**src/rtl/saturating_narrower.sv**
```systemverilog
// Two-stage signed width reducer: optional round-half-up arithmetic shift, then
// saturation to a narrower signed width, with valid/ready on both sides and clip statistics.
module saturating_narrower #(
    parameter int WIDTH_OF_INPUT_DATA  = 16,
    parameter int WIDTH_OF_OUTPUT_DATA = 8,
    parameter int SHIFT_AMOUNT         = 0,
    parameter int COUNTER_WIDTH        = 16
) (
    input  logic                            clk,
    input  logic                            rst_n,
    input  logic                            input_valid,
    output logic                            input_ready,
    input  logic [WIDTH_OF_INPUT_DATA-1:0]  input_data,
    output logic                            output_valid,
    input  logic                            output_ready,
    output logic [WIDTH_OF_OUTPUT_DATA-1:0] output_data,
    output logic                            saturated,
    output logic                            overflow_sticky,
    output logic [COUNTER_WIDTH-1:0]        saturation_count,
    input  logic                            clear_statistics
);
    localparam int WI = WIDTH_OF_INPUT_DATA;
    localparam int WO = WIDTH_OF_OUTPUT_DATA;

    // Saturation bounds expressed at the S1 working width (one guard bit above the input).
    localparam logic signed [WI:0] SAT_MAX = {{(WI + 2 - WO){1'b0}}, {(WO - 1){1'b1}}};
    localparam logic signed [WI:0] SAT_MIN = {{(WI + 2 - WO){1'b1}}, {(WO - 1){1'b0}}};
    localparam logic [WO-1:0] OUT_MAX = {1'b0, {(WO - 1){1'b1}}};
    localparam logic [WO-1:0] OUT_MIN = {1'b1, {(WO - 1){1'b0}}};
    localparam logic [COUNTER_WIDTH-1:0] COUNT_MAX = {COUNTER_WIDTH{1'b1}};
    localparam logic [COUNTER_WIDTH-1:0] COUNT_ONE = {{(COUNTER_WIDTH - 1){1'b0}}, 1'b1};

    logic                   s1_valid_reg;
    logic signed [WI:0]     s1_value_reg;
    logic                   output_valid_reg;
    logic [WO-1:0]          output_data_reg;
    logic                   saturated_reg;
    logic                   overflow_sticky_reg;
    logic [COUNTER_WIDTH-1:0] saturation_count_reg;

    logic                   s1_free;
    logic                   s2_free;
    logic signed [WI:0]     extended;
    logic signed [WI:0]     rounded;
    logic                   clip_high;
    logic                   clip_low;
    logic [WO-1:0]          sat_data;

    assign s2_free     = !output_valid_reg || output_ready;
    assign s1_free     = !s1_valid_reg || s2_free;
    assign input_ready = s1_free;

    assign extended = {input_data[WI-1], input_data};

    generate
        if (SHIFT_AMOUNT == 0) begin : g_pass
            assign rounded = extended;
        end else begin : g_round
            localparam logic [WI:0] HALF = {{WI{1'b0}}, 1'b1} << (SHIFT_AMOUNT - 1);
            logic signed [WI:0] biased;
            // The guard bit keeps the half-LSB bias from wrapping at the positive extreme.
            assign biased  = extended + $signed(HALF);
            assign rounded = biased >>> SHIFT_AMOUNT;
        end
    endgenerate

    always_comb begin
        clip_high = s1_value_reg > SAT_MAX;
        clip_low  = s1_value_reg < SAT_MIN;
        sat_data  = s1_value_reg[WO-1:0];
        if (clip_high) begin
            sat_data = OUT_MAX;
        end else if (clip_low) begin
            sat_data = OUT_MIN;
        end
    end

    always_ff @(posedge clk or negedge rst_n) begin
        if (!rst_n) begin
            s1_valid_reg         <= 1'b0;
            s1_value_reg         <= '0;
            output_valid_reg     <= 1'b0;
            output_data_reg      <= '0;
            saturated_reg        <= 1'b0;
            overflow_sticky_reg  <= 1'b0;
            saturation_count_reg <= '0;
        end else begin
            if (s1_free) begin
                s1_valid_reg <= input_valid;
                if (input_valid) begin
                    s1_value_reg <= rounded;
                end
            end

            // Output holds while stalled; a bubble from S1 drops output_valid on this edge.
            if (s2_free) begin
                output_valid_reg <= s1_valid_reg;
                if (s1_valid_reg) begin
                    output_data_reg <= sat_data;
                    saturated_reg   <= clip_high || clip_low;
                end
            end

            if (clear_statistics) begin
                overflow_sticky_reg  <= 1'b0;
                saturation_count_reg <= '0;
            end else if (output_valid_reg && output_ready && saturated_reg) begin
                overflow_sticky_reg <= 1'b1;
                if (saturation_count_reg != COUNT_MAX) begin
                    saturation_count_reg <= saturation_count_reg + COUNT_ONE;
                end
            end
        end
    end

    assign output_valid     = output_valid_reg;
    assign output_data      = output_data_reg;
    assign saturated        = saturated_reg;
    assign overflow_sticky  = overflow_sticky_reg;
    assign saturation_count = saturation_count_reg;

endmodule

```
**config.mk**
```make
export PLATFORM = sky130hd
export DESIGN_NAME = saturating_narrower
export DESIGN_NICKNAME = d
export VERILOG_FILES = /design/src/rtl/saturating_narrower.sv
export SDC_FILE = /design/constraint.sdc
export NUM_CORES = 1
export LEC_CHECK = 0
export BUFFER_PORTS_ARGS = -buffer_cell sky130_fd_sc_hd__clkbuf_2
export CAP_MARGIN = 30
export CELL_PAD_IN_SITES_DETAIL_PLACEMENT = 2
export CELL_PAD_IN_SITES_GLOBAL_PLACEMENT = 2
export CORE_MARGIN = 3
export CORE_UTILIZATION = 36
export DETAILED_ROUTE_END_ITERATION = 6
export PLACE_DENSITY = 0.85
export SLEW_MARGIN = 20
export SYNTH_ARGS = -nofsm -noshare
export SYNTH_HDL_FRONTEND = slang
export SYNTH_SLANG_ARGS = --single-unit
```
**constraint.sdc**
```tcl
create_clock -name clk -period 5.06 [get_ports clk]
set_clock_uncertainty 0.2 [all_clocks]
set_input_delay 1.012 -clock clk [delete_from_list [all_inputs] [get_ports clk]]
set_output_delay 1.012 -clock clk [all_outputs]
set_load 0.01 [all_outputs]
```
==> out/results.ini <==
[status]
status = completed

[yosys]
synthesis.area_sq_mm = 0.00208
synth_ff_type = dfrtp_1
synth_nets = 217
synth.distinct_cells = 37
syn_avg_cell_area_sq_um = 10.7
synth_fa_ha_area_frac = 0.00601
synth.yosys.seq_area_share = 0.529
async_reset_ff_frac = 1.00
synth_most_common_cell = dfrtp_1
synthTopCellsByCount = dfrtp_1, mux2_2, nand2_1
synthXorXnorAreaFrac = 0
netlist.area_leader.share = 0.529
synthMuxAreaShare = 0.140
synth_warnings = 0
synth_compound_area_frac = 0.108
syn_inst = 195
synth_area_leaders = dfrtp_1, mux2_2, o21ai_0
yosys.area_share.simple = 0.198
synth_edf_count = 0
synth_seq_cells = 44
synth_top_cell_by_area = dfrtp_1
synth_top_family_by_area = simple AND/OR/NAND/NOR gates

[clock_network]
cts.reportedPaths.clkPinSlew_ns = 0.09
cts_buffers = 5
cts_sinks = 44
clock_path_buffers = 2
cts-resized-gates = 0
cts_tree = done
h-tree-depth = 2
clk_latency_ns = 0.29
root_buffer = clkbuf_8
ctsHoldBuffers = 0
postCtsSetupBuffers = 0

[worst_setup_path]
path_class = in -> reg
reg2regPathDepth = 5
path_depth = 5
r2r_slack_ns = 2.88
crit_arrival_ns = 2.73
slowest_delay_ns = 0.55
crit_path_start = clear_statistics
critPathRequiredTime_ns = 5.04
reg2reg_from = saturation_count[0]
path_max_fanout = 27
path_buf_inv = 1
timing.rr.end = saturation_count[6]
cp-end-kind = register
critPathTopFamily = simple AND/OR/NAND/NOR gates
cpMaxStageDelayCell = nor4_1
cp-endpoint = saturation_count[2]
start_kind = primary input
worstPathCellList = clkbuf_2, nand2b_1, nor4_1, a21oi_1, mux2_1

[floorplan]
num_rows = 27
core_area_sq_mm = 0.00554
ioPinCount = 49
die_h_um = 82.1
die_area_sq_mm = 0.00673
die_x_um = 82.1
start_util = 0.376

[drt]
firstDrtPassIters = 4
drc = 0
wl_met1_um = 2370
wl_met3_um = 251
wirelength_um = 5730
drtIter0Drc = 30
wl_per_cell_um = 18.1
ant_nets = 0
vias = 1721
route.detailed.vias_per_inst = 5.43
wl_met2_um = 3090
top_layer = met4

[placed_design]
port_buffers = 48
post-place-cells = 309
globalplace.congestion = 0.799
dpl.hpwl_um = 4180

[timing]
slew_violations = 0
hold_violations = 0
rsz0062_at_grt = no
tns_ns = 0
layout_min_cycle_time_ns = 2.75
worst_pin_slew_ns = 0.853
fmax_ghz = 0.364
setup_viol = 0
relSlewSlack = 0.425
period_share = 0.543

[worst_hold_path]
hold_class = reg -> reg

[final_layout]
antenna_cells = 0
nNetsFinal = 266
synthToLayoutAreaGrowth_pct = 20.6
finalNonFillerCells = 317
drive_above_1_share = 0.327

[global_route]
grt_use_total = 0.187
antenna_found_initial = 0
grt_pass1_vias = 1902
grt_max_degree = 45
overflow = 0
grt_pass1_wl_um = 9590

[power_and_ir_drop]
peakVddDrop_mv = 0.169
power_density_mw_per_mm2 = 332
total_leakage_power_nw = 1.15

[flow_run]
maxCapViolations = 0

==> cells in the final DEF (no fill, tap or decap), types with 2 or more instances in the layout <==
cell       n
a31oi_1    3
clkbuf_2  48
inv_1      3
and2_1     2
clkbuf_8   6
o21ai_0   16
nand2_1   17
or4_1      3
nand4_1    3
a21oi_1    9
nand2b_1   4
nor4_1     5
nor2b_1    8
dfrtp_1   44
or3_1      2
nand3_1    5
o31ai_1    2
and3_1     2
nor3_1     4
a211oi_1   4
nor2_1    13
mux2_2    18
mux2_1     7
==> stage by stage <==
stage	total power, mW	worst slack (ns)	util	hold slack [ns]	instance area [sq um]
floorplan	0.487	2.56	-	0.257	2080
global placement	0.539	2.06	0.431	0.263	2390
detailed placement	0.550	1.99	0.431	0.282	2390
CTS	0.843	2.32	0.453	0.301	2510
global route	0.879	2.22	0.453	0.340	2510
finish	0.834	2.31	0.453	0.293	2510
==> how the worst min path moves through the flow <==
| stage | start | to | slack [ns] | depth (start not counted) |
|---|---|---|---|---|
| final | output_data[5] | output_data[5] | 0.29 | 2 |
| after global routing | s1_value_reg[3] | s1_value_reg[3] | 0.34 | 1 |
| after CTS | output_data[5] | output_data[5] | 0.30 | 2 |
| after detailed placement | s1_valid_reg | output_valid | 0.28 | 1 |
| after global placement | output_data[5] | output_data[5] | 0.26 | 2 |
| after floorplan | s1_valid_reg | output_valid | 0.26 | 1 |
==> report_power, final <==
group          total (mW)  internal (mW)  switching [mW]
Combinational       0.122         0.0530          0.0691
Sequential          0.420          0.391          0.0288
Clock               0.292          0.162           0.130
Total               0.834          0.606           0.228
==> layer usage <==
layer | global-route usage | up-vias
li1 | - | 799
met1 | 0.217 | 875
met2 | 0.355 | 43
met3 | 0.0340 | 4
met4 | 0.0399 | 0
met5 | 0 | -
==> worst reg2reg max path: cells and delay by family, from the launching register on <==
| family | cells | cell delay, ns |
|---|---|---|
| muxes | 1 | 0.36 |
| and+or+nand+nor | 2 | 0.53 |
| adders and majority gates | 1 | 0.24 |
| DFF | 1 | 0.44 |
| AOI/OAI and AO/OA | 1 | 0.29 |
==> final cells by class <==
| cell class | count | area [sq um] |
|---|---|---|
| multi-input combinational | 141 | 940 |
| timing repair buffer | 49 | 248 |
| fill | 619 | 3030 |
| clock buffer | 6 | 82.6 |
| tap | 72 | 90.1 |
| clock inverter | 2 | 38.8 |
| inverter | 3 | 11.3 |
| sequential | 44 | 1100 |
==> kinds of logic after synthesis <==
family / count (synthesis)
fa+ha+maj: 1
mux: 26
simple gates: 76
flops: 44
compound gates: 38
buf+inv: 10
No activity file was read; power rests on OpenSTA's default activity.
